`config.mk`:
```
export PLATFORM = sky130hd
export DESIGN_NAME = id_lmsm_seq
export DESIGN_NICKNAME = d
export VERILOG_FILES = /design/src/rtl/risc_pkg.sv /design/src/rtl/lsb_enc8.sv /design/src/rtl/id_lmsm_seq.sv
export SDC_FILE = /design/constraint.sdc
export NUM_CORES = 1
export LEC_CHECK = 0
export BUFFER_PORTS_ARGS = -buffer_cell sky130_fd_sc_hd__buf_2
export CORE_UTILIZATION = 50
export DETAILED_ROUTE_END_ITERATION = 8
export PLACE_DENSITY = 0.79
export SYNTH_ARGS = -nofsm -noshare
export SYNTH_HDL_FRONTEND = slang
export SYNTH_SLANG_ARGS = --single-unit
export TNS_END_PERCENT = 10
```
`constraint.sdc`:
```
create_clock -name clk -period 4.25 [get_ports clk]
set_input_delay 0.85 -clock clk [delete_from_list [all_inputs] [get_ports clk]]
set_output_delay 0.85 -clock clk [all_outputs]
set_load 0.01 [all_outputs]
```
`src/rtl/risc_pkg.sv`:
```
// Shared IITB-RISC decode constants: LM/SM opcodes, LMStart codes and
// the LM/SM sequencer state type.
package risc_pkg;

    localparam logic [3:0] OP_LM = 4'b0110;
    localparam logic [3:0] OP_SM = 4'b0111;

    localparam logic [1:0] LMS_NONE  = 2'b00;
    localparam logic [1:0] LMS_FIRST = 2'b01;
    localparam logic [1:0] LMS_MID   = 2'b10;
    localparam logic [1:0] LMS_LAST  = 2'b11;

    typedef enum logic {
        IDLE = 1'b0,
        SEQ  = 1'b1
    } seq_state_t;

endpackage

```
`src/rtl/lsb_enc8.sv`:
```
// Lowest-set-bit encoder for an 8-bit register mask.
// Ports: mask in; idx = index of lowest set bit, any = mask nonzero,
// one = exactly one bit set.
module lsb_enc8 (
    input  logic [7:0] mask,
    output logic [2:0] idx,
    output logic       any,
    output logic       one
);

    always_comb begin
        idx = 3'd0;
        for (int i = 7; i >= 0; i--) begin
            if (mask[i]) idx = i[2:0];
        end
    end

    assign any = |mask;
    // clearing the lowest set bit leaves zero only for a single bit
    assign one = any && ((mask & (mask - 8'd1)) == 8'd0);

endmodule

```
`src/rtl/id_lmsm_seq.sv`:
```
// Decode-stage LM/SM micro-sequencer: expands load/store-multiple into
// one register micro-op per mask bit, stalling fetch while it runs.
// Ports: clk (negedge active), reset (async high), IF/ID inputs
// in_valid/in_pc/in_IW, stall_ID, flush; micro-op outputs out_* and
// stall_IF back to fetch.
module id_lmsm_seq
    import risc_pkg::*;
(
    input  logic        clk,
    input  logic        reset,
    input  logic        in_valid,
    input  logic [15:0] in_pc,
    input  logic [15:0] in_IW,
    input  logic        stall_ID,
    input  logic        flush,
    output logic        out_valid,
    output logic [15:0] out_pc,
    output logic [15:0] out_IW,
    output logic        out_lmsm,
    output logic [2:0]  out_RDest,
    output logic [15:0] out_imm,
    output logic [1:0]  out_LMStart,
    output logic        out_W_reg,
    output logic        out_W_mem,
    output logic        out_mem_ans,
    output logic        stall_IF
);

    seq_state_t  state_q, state_d;
    logic [7:0]  mask_q, mask_d;
    logic [2:0]  off_q, off_d;
    logic [15:0] iw_q, iw_d;
    logic [15:0] pc_q, pc_d;
    logic        is_sm_q, is_sm_d;

    logic [3:0]  opc;
    logic        is_seq;
    logic        idle_lmsm;
    logic        cur_sm;
    logic        uop;
    logic [7:0]  enc_in;
    logic [2:0]  enc_idx;
    logic        enc_any;
    logic        enc_one;

    assign opc       = in_IW[15:12];
    assign is_seq    = (state_q == SEQ);
    assign idle_lmsm = in_valid && (opc == OP_LM || opc == OP_SM);
    assign enc_in    = is_seq ? mask_q : in_IW[7:0];
    assign cur_sm    = is_seq ? is_sm_q : (opc == OP_SM);
    assign uop       = is_seq || (idle_lmsm && enc_any);

    lsb_enc8 u_enc (
        .mask (enc_in),
        .idx  (enc_idx),
        .any  (enc_any),
        .one  (enc_one)
    );

    always_ff @(negedge clk or posedge reset) begin
        if (reset) begin
            state_q <= IDLE;
            mask_q  <= 8'd0;
            off_q   <= 3'd0;
            iw_q    <= 16'd0;
            pc_q    <= 16'd0;
            is_sm_q <= 1'b0;
        end else begin
            state_q <= state_d;
            mask_q  <= mask_d;
            off_q   <= off_d;
            iw_q    <= iw_d;
            pc_q    <= pc_d;
            is_sm_q <= is_sm_d;
        end
    end

    always_comb begin
        state_d = state_q;
        mask_d  = mask_q;
        off_d   = off_q;
        iw_d    = iw_q;
        pc_d    = pc_q;
        is_sm_d = is_sm_q;
        if (flush) begin
            state_d = IDLE;
            mask_d  = 8'd0;
            off_d   = 3'd0;
        end else if (!stall_ID) begin
            if (uop && !enc_one) begin
                state_d = SEQ;
                mask_d  = enc_in & (enc_in - 8'd1);
                off_d   = is_seq ? off_q + 3'd1 : 3'd1;
                if (!is_seq) begin
                    iw_d    = in_IW;
                    pc_d    = in_pc;
                    is_sm_d = (opc == OP_SM);
                end
            end else if (is_seq) begin
                state_d = IDLE;
                mask_d  = 8'd0;
                off_d   = 3'd0;
            end
        end
    end

    always_comb begin
        out_valid   = 1'b0;
        out_pc      = 16'd0;
        out_IW      = 16'd0;
        out_lmsm    = 1'b0;
        out_RDest   = 3'd0;
        out_imm     = 16'd0;
        out_LMStart = LMS_NONE;
        out_W_reg   = 1'b0;
        out_W_mem   = 1'b0;
        out_mem_ans = 1'b0;
        stall_IF    = 1'b0;
        if (!reset) begin
            out_pc    = is_seq ? pc_q : in_pc;
            out_IW    = is_seq ? iw_q : in_IW;
            out_valid = is_seq ? 1'b1
                      : (idle_lmsm ? enc_any : in_valid);
            if (uop) begin
                out_lmsm  = 1'b1;
                out_RDest = enc_idx;
                out_imm   = {13'd0, is_seq ? off_q : 3'd0};
                if (enc_one) out_LMStart = LMS_LAST;
                else if (is_seq) out_LMStart = LMS_MID;
                else out_LMStart = LMS_FIRST;
                out_W_reg   = !cur_sm;
                out_mem_ans = !cur_sm;
                out_W_mem   = cur_sm;
                stall_IF    = !enc_one;
            end
            // a killed micro-op must not write anything downstream
            if (flush) begin
                out_valid   = 1'b0;
                out_W_reg   = 1'b0;
                out_W_mem   = 1'b0;
                out_mem_ans = 1'b0;
                stall_IF    = 1'b0;
            end else if (stall_ID) begin
                stall_IF = 1'b1;
            end
        end
    end

endmodule

```
# Word level (Yosys, flattened, before mapping)
# Cells that the tools add are included.
# totals
ff_bits,45
inputBits,37
out_inout_bits,59
word_cells,78
# classes
n_addsub,2
n_eq_ne,3
mux,51
n_bitwise,3
reduce_logical,13
# ops
op,count
16-bit 2-to-1 mux,4
3-bit 2-to-1 mux,18
8-bit 2-to-1 mux,5
1-bit 2-to-1 mux,20
8-bit AND,1
4-bit by 3-bit equality test with 1-bit output (second input constant),2
8-bit zero test,1
2-bit 2-to-1 mux,4
8-bit OR reduction,1
8-bit by 1-bit subtractor with 8-bit output (second input constant),1
1-bit logical AND,4
3-bit by 1-bit adder with 3-bit output (second input constant),1
3-bit AND reduction,1
3-bit nonzero test,1
1-bit zero test,2
1-bit logical OR,2
2-bit by 1-bit inequality test with 1-bit output (second input constant),1
1-bit inverter,2
2-bit AND reduction,1

# Logic depth before layout (Yosys ltp)
# depth
ltp_word,11
depth_mapped,10
mapped_depth_nobuf,8

# By module
# Synthesis repeated with hierarchy kept, for this count alone.
# unflattened
hier_cells,276
area_unflattened_um2,2741.4
# modules_own_cells
mod,n_inst,cells_each,area_per_inst_um2,seq_area_each_um2
id_lmsm_seq,1,252,2578.7,1101.1
lsb_enc8,1,24,162.7,0.0

==> impl_metrics.env <==
export IMPL_synth_cells_most_frequent="dfrtn_1 (44), nor2_1 (38), mux2i_1 (29), mux2_4 (27), a21oi_1 (20)"
export IMPL_top_level_ports=96
export IMPL_dr_total_vias=2690
export IMPL_drc=0
export IMPL_num_nets_final=465
export IMPL_synth_edf_count=0
export IMPL_power_density_mw_per_mm2=269.8
export IMPL_grt_first_pass_wirelength_mm=12.27
export IMPL_synthesis_instances=291
export IMPL_placed_cells=482
export IMPL_design_die_area_mm2=0.006163
export IMPL_share_of_power_burned_in_combinational_logic=0.275
export IMPL_postSynth_asyncResetShare=1.000
export IMPL_grt_start_max_net_pins=36
export IMPL_h_tree_depth=2
export IMPL_leakagePower_nw=2.075
export IMPL_buffers_inverters_on_critical_path=2
export IMPL_standard_cell_area_after_detailed_placement_mm2=0.003799
export IMPL_post_layout_nonfiller_instances=500
export IMPL_synth_most_common_cell="dfrtn_1"
export IMPL_detail_route_first_pass_iterations=5
export IMPL_critical_path_endpoint_type="output port"
export IMPL_worst_endpoint_arrival_ps=4460
export IMPL_seq_area_frac_synth=0.3762
export IMPL_grt_setup_unrepaired="true"
export IMPL_design_area_mm2=0.004188
export IMPL_antenna_found_initial=0
export IMPL_vertical_die_dimension_um=78.51
export IMPL_cpMaxStageDelayCell="dfrtn_1"
export IMPL_reg2reg_depth=11
export IMPL_maxCapViolations=0
export IMPL_cp_depth=9
export IMPL_finalSetupViolCount=90
export IMPL_yosysTopAreaCell="dfrtn_1"
export IMPL_drt_initial_drc_count=141
export IMPL_clk_pin_slew_ps=60
export IMPL_critPathRequiredTime_ps=3400
export IMPL_postLayoutCoreUtil=0.7513
export IMPL_violated_checks="setup timing"
export IMPL_grt_util_met3=0.05116
export IMPL_total_core_area_mm2=0.005574
export IMPL_antenna_diode_instance_count=0
export IMPL_startpoint_type="register"
export IMPL_min_path_cells=1
export IMPL_syn2layout_area_growth_pct=43.10
export IMPL_grtUsageMet1=0.3123
export IMPL_globalRouteMet2Util=0.4461
export IMPL_total_switching_power_w=0.0003245
export IMPL_critical_path_cell_chain="buf_6 -> or3_4 -> and2_4 -> a22o_1 -> o21ai_2 -> o211ai_4 -> a21oi_2 -> nor3_2 -> buf_2"
export IMPL_share_of_final_layout_standard_cells_stronger_than_drive_strength_1=0.5350
export IMPL_crit_path_max_fanout=7
export IMPL_hold_violations=0
export IMPL_clock_skew_ps=3.869
export IMPL_busiest_layer="met2"
export IMPL_overflow=0
export IMPL_synth_area_per_cell_um2=10.06
export IMPL_globalplace_congestion=0.8797
export IMPL_internal_power_w=0.0008055
export IMPL_clk_insertion_delay_late_ps=300
export IMPL_post_synthesis_instance_area_mm2=0.002927
export IMPL_yosys_warnings=0
export IMPL_cell_at_the_root_of_the_clock_tree="clkbuf_8"
export IMPL_vias_in_the_first_global_route=2610
export IMPL_routed_wirelength_mm=7.768
export IMPL_worstSetupPathType="reg2out"
export IMPL_pwr_share_clk=0.235
export IMPL_synthDominantCellAreaShare=0.3762
export IMPL_outcome="complete, but fails checks"
export IMPL_seq_power_share=0.490
export IMPL_port_buf_inserts=82
export IMPL_cp_slowest_stage_delay_ps=410
export IMPL_drtAntennaViolNets=0
export IMPL_vdd_drop_max_mv=0.1853
export IMPL_switching_part_of_the_total=0.2872
export IMPL_core_rowCount=27
export IMPL_clock_sinks=44
export IMPL_detailedPlacementHpwl_mm=5.552
export IMPL_synth_seq_cells=44
export IMPL_postSynth_topFlopCell="dfrtn_1"
export IMPL_most_area_consuming_cells_after_synthesis="dfrtn_1 (38%), mux2_4 (14%), mux2i_1 (9.9%), nor2_1 (4.9%), buf_4 (3.6%)"
export IMPL_drt_vias_per_instance=5.380
export IMPL_cts_hold_repair_buffers=0
export IMPL_worst_path_dominant_cell_family="compound AO/OA/AOI/OAI gates"
export IMPL_tritoncts="done"
export IMPL_ys_types=53
export IMPL_hold_path_class="reg2reg"
export IMPL_num_cts_buffers=5
export IMPL_starting_density_of_the_core=0.5250
export IMPL_slew_violations=0
export IMPL_average_wire_length_per_cell_after_detail_routing_um=15.54
export IMPL_pre_cts_ws_ps=-934.0
export IMPL_fin_total_pwr_w=0.001130
export IMPL_floorplan_die_width_um=78.51
export IMPL_grt_util_all_layers=0.2567
export IMPL_clockBufferDepth=2
export IMPL_final_critical_path_setup_slack_ps=-1058
[metal layers]
layer | vias up | share of wire
li1 | 1274 | -
met1 | 1302 | 0.44
met2 | 97 | 0.50
met3 | 17 | 0.042
met4 | 0 | 0.019
met5 | - | 0
[metrics by stage]
| step | setup TNS (ps) | hold slack, ps |
|---|---|---|
| after floorplan | -42290 | 395.0 |
| after global placement | -42780 | 409.2 |
| after detailed placement | -45250 | 412.5 |
| after CTS | -44620 | 416.7 |
| after global routing | -57500 | 430.8 |
| final | -50950 | 415.3 |
[sequential cells by signal, summed over array words and instances, names as in the netlist]
signal	flops
is_seq	1
pc_q	16
iw_q	16
mask_q	7
is_sm_q	1
off_q	3
[layout make-up]
type / instances / area, um2
Clock buffer: 7 / 76.32
Clock inverter: 1 / 8.758
Fill cell: 383 / 1386
Inverter: 12 / 47.55
Multi-Input combinational cell: 216 / 1846
Sequential cell: 44 / 1101
Tap cell: 72 / 90.09
Timing Repair Buffer: 148 / 1018
[power groups by stage]
stage | sequential [W] | clock (W) | combinational [W]
after floorplan | 0.000542 | 0 | 0.000203
after global placement | 0.000553 | 0 | 0.000277
after detailed placement | 0.000555 | 0 | 0.000289
after CTS | 0.000553 | 0.000271 | 0.000302
after global routing | 0.000564 | 0.000285 | 0.000333
final | 0.000553 | 0.000266 | 0.000311
[worst paths after layout]
kind                            startpoint        to  slack (ps)
max in group asynchronous            reset    is_seq        1240
worst max-delay path                is_seq  stall_IF       -1060
worst max register to register      is_seq   iw_q[8]        1490
worst min-delay path              iw_q[14]  iw_q[14]         420
worst min register to register    iw_q[14]  iw_q[14]         420
min in group asynchronous            reset   pc_q[0]        2510
[cell families after synthesis]
family          synth area share
simple gates              0.1586
fa+ha+maj               0.004275
mux                       0.2531
buf+inv                  0.09106
other cells             0.001281
flops                     0.3762
compound gates            0.1154
[placed cells by master, fill, tap and decap left out, types with 3 or more instances in the layout]
master,instances
mux2i_1,29
a21oi_1,14
mux2_4,29
buf_4,52
dfrtn_1,44
o2111ai_1,3
nand3_1,4
nand2b_1,4
inv_2,3
nor3_4,3
o32ai_2,3
conb_1,13
buf_2,80
buf_12,5
nor3_2,4
nand2_1,15
a21oi_2,6
nor2_1,36
buf_6,10
inv_1,8
nor3_1,4
o21ai_1,4
clkbuf_8,5
[timing repair]
action,in CTS,in global routing
buffers inserted,6,4
gates resized for setup,28,20
pin swaps,8,8
endpoints found under the setup margin,90,90
Note: power is estimated with default switching activity, not from simulation.
